===== config.mk =====
export PLATFORM = sky130hd
export DESIGN_NAME = mc_main_ctrl
export DESIGN_NICKNAME = d
export VERILOG_FILES = /design/src/rtl/mc_main_ctrl.sv
export SDC_FILE = /design/constraint.sdc
export NUM_CORES = 1
export LEC_CHECK = 0
export BUFFER_PORTS_ARGS = -buffer_cell sky130_fd_sc_hd__buf_4
export CAP_MARGIN = 25
export CORE_MARGIN = 2
export CORE_UTILIZATION = 50
export DETAILED_ROUTE_END_ITERATION = 10
export GPL_TIMING_DRIVEN = 0
export PLACE_DENSITY = 0.78
export RECOVER_POWER = 25
export SLEW_MARGIN = 40
export SYNTH_ARGS = -nofsm -noshare
export SYNTH_HDL_FRONTEND = slang
export SYNTH_SLANG_ARGS = --single-unit
export TNS_END_PERCENT = 50

===== constraint.sdc =====
create_clock -name clk -period 7.25 [get_ports clk]
set_clock_uncertainty 0.1 [all_clocks]
set_input_delay 0.3625 -clock clk [delete_from_list [all_inputs] [get_ports clk]]
set_output_delay 0.3625 -clock clk [all_outputs]
set_load 0.02 [all_outputs]

===== src/rtl/mc_main_ctrl.sv =====
// Multicycle MIPS main control FSM: FETCH/DECODE/execute/writeback sequencing plus datapath controls.
// Optional macro MC_ILLEGAL_TRAP_EN sends undefined opcodes to a sticky TRAP state flagged by illegal_op.
module mc_main_ctrl #(
    parameter int MEM_HANDSHAKE = 1,
    parameter int MEM_LAT       = 0,
    parameter int CNT_W         = 16
) (
    input  logic             clk,
    input  logic             rst_n,
    input  logic [5:0]       op,
    input  logic             zero,
    input  logic             mem_ready,
    output logic             pcwrite,
    output logic             iord,
    output logic             memread,
    output logic             memwrite,
    output logic             irwrite,
    output logic             regdst,
    output logic             memtoreg,
    output logic             regwrite,
    output logic             alusrca,
    output logic [1:0]       alusrcb,
    output logic [1:0]       aluop,
    output logic [1:0]       pcsrc,
    output logic [3:0]       state,
    output logic             instr_done,
`ifdef MC_ILLEGAL_TRAP_EN
    output logic             illegal_op,
`endif
    output logic [CNT_W-1:0] retired
);
    localparam logic [3:0] S_FETCH  = 4'd0,  S_DECODE = 4'd1,  S_MEMADR = 4'd2,
                           S_MEMRD  = 4'd3,  S_MEMWB  = 4'd4,  S_MEMWR  = 4'd5,
                           S_EXEC   = 4'd6,  S_ALUWB  = 4'd7,  S_BRANCH = 4'd8,
                           S_ADDIEX = 4'd9,  S_ADDIWB = 4'd10, S_JUMP   = 4'd11;
`ifdef MC_ILLEGAL_TRAP_EN
    localparam logic [3:0] S_TRAP   = 4'd12;
`endif
    localparam logic [5:0] OP_LW   = 6'b100011, OP_SW  = 6'b101011, OP_R = 6'b000000,
                           OP_BEQ  = 6'b000100, OP_ADDI = 6'b001000, OP_J = 6'b000010;
    localparam int              WW  = (MEM_LAT > 0) ? $clog2(MEM_LAT + 1) : 1;
    localparam logic [WW-1:0]   LAT = WW'(MEM_LAT);

    logic [3:0]       state_q, state_d;
    logic [WW-1:0]    wait_q, wait_d;
    logic [CNT_W-1:0] retired_q;
    logic             mem_st, mem_done;

    // rst_n gates mem_done so FETCH does not load IR/PC while reset is held.
    assign mem_st   = (state_q == S_FETCH) || (state_q == S_MEMRD) || (state_q == S_MEMWR);
    assign mem_done = mem_st && rst_n &&
                      ((MEM_HANDSHAKE != 0) ? mem_ready : (wait_q == LAT));
    assign wait_d   = (mem_st && !mem_done) ? wait_q + 1'b1 : '0;

    always_comb begin
        state_d = S_FETCH;
        case (state_q)
            S_FETCH:  state_d = mem_done ? S_DECODE : S_FETCH;
            S_DECODE: begin
                case (op)
                    OP_LW, OP_SW: state_d = S_MEMADR;
                    OP_R:         state_d = S_EXEC;
                    OP_BEQ:       state_d = S_BRANCH;
                    OP_ADDI:      state_d = S_ADDIEX;
                    OP_J:         state_d = S_JUMP;
`ifdef MC_ILLEGAL_TRAP_EN
                    default:      state_d = S_TRAP;
`else
                    default:      state_d = S_FETCH;
`endif
                endcase
            end
            S_MEMADR: state_d = (op == OP_LW) ? S_MEMRD : S_MEMWR;
            S_MEMRD:  state_d = mem_done ? S_MEMWB : S_MEMRD;
            S_MEMWR:  state_d = mem_done ? S_FETCH : S_MEMWR;
            S_EXEC:   state_d = S_ALUWB;
            S_ADDIEX: state_d = S_ADDIWB;
`ifdef MC_ILLEGAL_TRAP_EN
            S_TRAP:   state_d = S_TRAP;
`endif
            default:  state_d = S_FETCH;
        endcase
    end

    always_comb begin
        pcwrite  = 1'b0; iord     = 1'b0; memread  = 1'b0; memwrite = 1'b0;
        irwrite  = 1'b0; regdst   = 1'b0; memtoreg = 1'b0; regwrite = 1'b0;
        alusrca  = 1'b0; alusrcb  = 2'b00; aluop   = 2'b00; pcsrc    = 2'b00;
        case (state_q)
            S_FETCH:  begin memread = 1'b1; alusrcb = 2'b01; irwrite = mem_done; pcwrite = mem_done; end
            S_DECODE: alusrcb = 2'b11;
            S_MEMADR, S_ADDIEX: begin alusrca = 1'b1; alusrcb = 2'b10; end
            S_MEMRD:  begin iord = 1'b1; memread = 1'b1; end
            S_MEMWB:  begin memtoreg = 1'b1; regwrite = 1'b1; end
            S_MEMWR:  begin iord = 1'b1; memwrite = 1'b1; end
            S_EXEC:   begin alusrca = 1'b1; aluop = 2'b10; end
            S_ALUWB:  begin regdst = 1'b1; regwrite = 1'b1; end
            S_BRANCH: begin alusrca = 1'b1; aluop = 2'b01; pcsrc = 2'b01; pcwrite = zero; end
            S_ADDIWB: regwrite = 1'b1;
            S_JUMP:   begin pcsrc = 2'b10; pcwrite = 1'b1; end
            default:  ;
        endcase
    end

    assign instr_done = (state_d == S_FETCH) && (state_q != S_FETCH);

    always_ff @(posedge clk or negedge rst_n) begin
        if (!rst_n) begin
            state_q   <= S_FETCH;
            wait_q    <= '0;
            retired_q <= '0;
        end else begin
            state_q   <= state_d;
            wait_q    <= wait_d;
            retired_q <= retired_q + CNT_W'(instr_done);
        end
    end

`ifdef MC_ILLEGAL_TRAP_EN
    logic illegal_q;
    always_ff @(posedge clk or negedge rst_n) begin
        if (!rst_n)                  illegal_q <= 1'b0;
        else if (state_d == S_TRAP)  illegal_q <= 1'b1;
    end
    assign illegal_op = illegal_q;
`endif

    assign state   = state_q;
    assign retired = retired_q;
endmodule


## After elaboration in Yosys (flattened, before gate mapping)

Cells that the tools add are included.
W data, S select, Z words.

| word-level totals | value |
|---|---|
| input bits | 10 |
| bits in registers | 20 |
| output and inout bits | 36 |
| word-level logic and storage cells | 52 |

| cells by class | value |
|---|---|
| reduce and logical (&&, ||, !) cells | 15 |
| multiplexer cells | 18 |
| add/sub/neg operators | 1 |
| equality and inequality tests | 16 |

Operators with widths:

| cell | count |
|---|---|
| $pmux W4 S7 | 1 |
| $pmux W4 S5 | 1 |
| $add A16 B1 Y16 | 1 |
| $eq A4 B3 Y1 const B | 4 |
| $eq A4 B4 Y1 const B | 4 |
| $eq A6 B6 Y1 const B | 2 |
| $mux W1 | 9 |
| $mux W3 | 3 |
| $eq A4 B2 Y1 const B | 2 |
| $logic_not A4 Y1 | 2 |
| $pmux W2 S2 | 2 |
| $reduce_or A2 Y1 | 4 |
| $eq A6 B2 Y1 const B | 1 |
| $eq A6 B3 Y1 const B | 1 |
| $eq A6 B4 Y1 const B | 1 |
| $logic_not A6 Y1 | 1 |
| $pmux W2 S3 | 1 |
| $eq A4 B1 Y1 const B | 1 |
| $reduce_bool A4 Y1 | 1 |
| $reduce_or A4 Y1 | 1 |
| $logic_and A1 B1 Y1 | 3 |
| $pmux W1 S3 | 1 |
| $reduce_or A3 Y1 | 1 |
| $logic_or A1 B1 Y1 | 2 |

## Depth between registers and ports, before layout

| depth | value |
|---|---|
| word-level depth | 10 |
| gate-level depth with buffers | 12 |
| depth with buffers taken out | 11 |

## Worst setup path after synthesis

Ideal clock, no wire load.

| path | value |
|---|---|
| path type | reg2reg |
| start | register state_q[0], in the netlist state[0] |
| end | register retired_q[13], in the netlist retired[13] |
| setup slack | 4.305 ns |
| cell stages (with the launch flop) | 13 |
| required time | 7.021 ns |
| buffers on the path | 1 |
| data arrival time | 2.716 ns |
| setup time | 0.129 ns |
| period minus slack after synthesis | 2.945 ns |
| cell sequence | dfrtp_1 -> buf_4 -> nor3b_1 -> nand3_1 -> o32a_1 -> nand3_1 -> nor4b_2 -> ha_1 -> and3_1 -> nand3_1 -> nor2_1 -> nand3_1 -> xnor2_1 |

| between the ends | value |
|---|---|
| longest elaborated chain between the ends | 10 |
| elaborated cells on any way between the ends | 19 |
| classes of those cells | 1 x add/sub; 6 x eq/ne; 4 x mux; 8 x reduce/logical |

Ends and longest elaborated chain:

| item | RTL line | RTL |
|---|---|---|
| from (decl) | 44 | `logic [3:0] state_q, state_d;` |
| from (signal assigned) | 113 | `state_q <= state_d;` |
| $eq A4 B2 Y1 / $logic_not A4 Y1 (equally long branches) | 50, 57 |  |
| $logic_or A1 B1 Y1 (2 in a row) | 50 | `assign mem_st = (state_q == S_FETCH) \|\| (state_q == S_MEMRD) \|\| (state_q == S_MEMWR);` |
| $logic_and A1 B1 Y1 (2 in a row) | 51 | `assign mem_done = mem_st && rst_n &&` |
| $mux W3 | 74 | `S_MEMRD: state_d = mem_done ? S_MEMWB : S_MEMRD;` |
| $pmux W4 S7 (*) | 57 | `case (state_q)` |
| named net state_d[1] | 44 |  |
| $logic_not A4 Y1 (*) | 105 | `assign instr_done = (state_d == S_FETCH) && (state_q != S_FETCH);` |
| $logic_and A1 B1 Y1 (*) | 105 |  |
| named net instr_done | 26 | `output logic instr_done,` |
| $add A16 B1 Y16 (*) | 115 | `retired_q <= retired_q + CNT_W'(instr_done);` |
| to (signal assigned) | 115 |  |
| to (decl) | 46 | `logic [CNT_W-1:0] retired_q;` |

The timed path passes the listed nets; every way through them passes the cells marked *.

## Worst setup path after layout

| path | value |
|---|---|
| start | input rst_n |
| end | register retired_q[15], in the netlist retired[15] |

| between the ends | value |
|---|---|
| longest elaborated chain between the ends | 7 |
| elaborated cells on any way between the ends | 9 |
| classes of those cells | 1 x add/sub; 4 x mux; 4 x reduce/logical |

Ends and longest elaborated chain:

| item | RTL line | RTL |
|---|---|---|
| from (decl) | 9 | `input logic rst_n,` |
| $logic_and A1 B1 Y1 (*) (2 in a row) | 51 |  |
| $mux W3 (tied with other cells) | 75 | `S_MEMWR: state_d = mem_done ? S_FETCH : S_MEMWR;` |
| $pmux W4 S7 (*) | 57 |  |
| named net state_d[0] | 44 |  |
| $logic_not A4 Y1 (*) | 105 |  |
| $logic_and A1 B1 Y1 (*) | 105 |  |
| $add A16 B1 Y16 (*) | 115 |  |

Marked as above.

==> metrics.md <==
| Metric | Value |
|---|---|
| Dpl cells | 193 |
| # setup viols final | 0 |
| Min-Delay Path Class | in2reg |
| Seq/Total Area, Yosys | 43.6% |
| Share of the synthesized area in the top cell type | 43.6% |
| Most frequent cell after synthesis | dfrtp_1 |
| Area of the multi-input gates | 618 sq um |
| Crit-path slowest cell | clkbuf_1 |
| Setup WS pre-CTS | 4.20 ns |
| Reg-to-reg setup timing slack | 4.35 ns |
| Fill cells | 175 |
| WL/cell | 14.5 microns |
| Die area | 2690 sq um |
| CP bufs+invs | 2 |
| Post-DR vias/cell | 5.60 |
| Post-Syn Nets | 132 |
| Switch share | 32.4% |
| DRT iter0 DRCs | 34 |
| Critical path data required time | 7.35 ns |
| Synth async-reset ratio | 100% |
| Biggest area consumer among synthesized cells | dfrtp_1 |
| Final count of hold timing violations | 0 |
| Largest net degree at the start of global routing | 23 |
| Fin crit share | 55.7% |
| Postcts setup bufs | 0 |
| Post-synth top cells | dfrtp_1, nor2_1, xnor2_1 |
| Die width | 51.9 microns |
| Worst hold path endpoint | state[3]$_DFF_PN0_ |
| Post-synth EDFFs | 0 |
| Crit path time final | 4.04 ns |
| Antenna violations before repair | 0 |
| PD cells | 214 nW/um^2 |
| Drt total wl | 2880 microns |
| Worst Reg-to-Reg Cells | 11 |
| Die Y-Extent | 51.9 microns |
| Crit path max fanout | 22 |
| Worst Tran Pin Value | 1.11 ns |
| Synth area leaders | dfrtp_1, xnor2_1, nor2_1 |
| CP arrival | 4.14 ns |
| Number of cells on the worst hold path | 4 |
| Status | finished clean |
| Register area | 500 sq um |
| Mean Syn Cell Area | 9.56 sq um |
| Worst r2r dst | retired[15]$_DFF_PN0_ |
| CTS tree | done |
| Power share of the combinational group | 30.2% |
| Yosys warns | 0 |
| Max cap viols | 0 |
| Final WS setup | 3.21 ns |
| DR DRC count | 0 |
| Clock latency on the worst-skew pair | 0.30 ns |
| Clock sink count | 20 |
| Crit Path Class | in2reg |
| Core Util, Final | 72.1% |
| Top Ports | 46 |
| GR Overflow Total | 0 |
| NetSw | 0.109 mW |
| Rel. slew slack | 25.9% |
| Clk pwr share | 26.5% |
| CTS Buf Count | 3 |
| Crit-path most repeated cell | nand3_1 |
| Dpl hpwl | 2160 microns |
| Max stage delay on crit path | 0.82 ns |
| Post-Synthesis Cells | 120 |
| Via count | 1108 |
| IO Port Bufs | 45 |
| Setup TNS | 0 ns |
| H-tree depth | 1 |
| Crit path max-delay family | simple AND/OR/NAND/NOR gates |
| Hold path startpoint | op[4] |
| Synthesis-to-layout area growth | 37.6% |
| Nets | 183 |
| Max VDD drop | 0.205 mV |
| Drt first pass iters | 4 |
| Static leakage | 0.789 nW |
| Final RePlAce weighted congestion | 0.895 |
| Maximum clock rate | 247 MHz |
| Antenna Nets Post-Route | 0 |
| Initial Utilization | 52.4% |
| RSZ-0062 raised after global routing | no |
| Origin of the critical flop-to-flop path | state[2]$_DFF_PN0_ |
| Critical Path Start Type | input pin |
| Kind of end point of the critical path | flop |
| Synthesized cell area | 1150 sq um |
| Vias in the first global route | 986 |
| Sequential power share | 43.2% |
| Internal power | 0.229 mW |
| Finished Layout Cells | 198 |
| Power Total | 0.338 mW |
| Gr usage total | 23.6% |
| First-pass GRT wire length | 4690 microns |
| CTS root buf | clkbuf_4 |
| Final Max Slew Viols | 0 |
| Core Region | 2190 sq um |
| Rows | 17 |
| Top FF cell, synth | dfrtp_1 |
| CTS Buffer Depth | 2 |
| Ant diodes | 0 |
| Layout cells sized above 1 | 32.9% |
| Synthesis-stage register bit count | 20 |
| Crit-path cells | dlygate4sd3_1, clkbuf_1, nand2_1, nand4b_1, o311a_1, o22ai_1, nor4b_2, ha_1, and3_1, nand3_1, nor2_1, nand3_1, xnor2_1 |
| Cell variety after synth | 36 |
| Clock transition at the registers of the reported paths | 0.12 ns |
-- kinds of logic after synthesis --
group | after synthesis | share of synthesized area [%]
xor+xnor | 17 | 13.0
buf+inv | 6 | 2.51
simple gates | 57 | 26.2
flops | 20 | 43.6
fa+ha+maj | 2 | 2.18
compound gates | 17 | 11.7
mux | 1 | 0.872
-- flip-flops by register name, indices dropped and copies added (netlist names) --
| register | count |
|---|---|
| state | 4 |
| retired | 16 |
-- tightest hold or removal path, stage by stage --
cell,delay [ns]
buf_4,0.08
nor3_1,0.06
a21oi_1,0.12
nor3_1,0.05
-- timing repair --
item | 4_1_cts | 5_1_grt
endpoints found under the hold margin | 20 | 0
resized for setup | 0 | 0
hold buffers | 1 | 0
-- worst max path at each step --
stage               depth (start not counted)          startpoint  slack [ns]                     to
detailed placement                         12               rst_n        4.20  retired[15]$_DFF_PN0_
floorplan                                  12  state[0]$_DFF_PN0_        4.30  retired[13]$_DFF_PN0_
finish                                     13               rst_n        3.21  retired[15]$_DFF_PN0_
global route                               13               rst_n        2.83  retired[15]$_DFF_PN0_
global placement                           12               rst_n        4.29  retired[15]$_DFF_PN0_
CTS                                        13               rst_n        3.98  retired[15]$_DFF_PN0_
-- cell usage in the layout (no fill, tap or decap), drive strengths merged, types with 2 or more instances in the layout --
| master | instances |
|---|---|
| a21oi | 5 |
| and3 | 4 |
| buf | 47 |
| clkbuf | 5 |
| dfrtp | 20 |
| ha | 2 |
| inv | 2 |
| nand2 | 9 |
| nand2b | 5 |
| nand3 | 10 |
| nand4 | 2 |
| nor2 | 15 |
| nor3 | 3 |
| o21ai | 3 |
| o22ai | 2 |
| or2 | 2 |
| xnor2 | 11 |
| xor2 | 6 |
-- power by group through the flow --
stage / clock network [mW] / registers (mW) / logic [mW]
floorplan: 0 / 0.163 / 0.0363
global placement: 0 / 0.145 / 0.0988
detailed placement: 0 / 0.146 / 0.103
CTS: 0.0910 / 0.145 / 0.104
global route: 0.0959 / 0.148 / 0.109
finish: 0.0897 / 0.146 / 0.102
-- metrics by stage --
stage / instance area (sq um) / hold WS, ns
after detailed placement: 1520 / 0.159
final: 1580 / 0.317
after global placement: 1520 / 0.156
after floorplan: 1150 / -0.0331
after global routing: 1580 / 0.336
after CTS: 1580 / 0.317
-- metal layers --
metal,up-vias,track usage (%),routed length (microns)
met5,-,0,0
met4,0,5.26,4
met2,58,39.2,1470
met1,521,32.5,1190
met3,2,3.45,216
li1,527,-,-
-- cell type report --
type | instances | share of cell area (%)
clock buffer | 3 | 1.43
buffer | 4 | 1.35
tap | 28 | 2.22
timing repair buffer | 46 | 21.8
inverter | 2 | 0.475
multi-input combinational | 94 | 39.1
sequential | 20 | 31.7
clock inverter | 1 | 1.90
No activity file was read; power rests on OpenSTA's default activity.
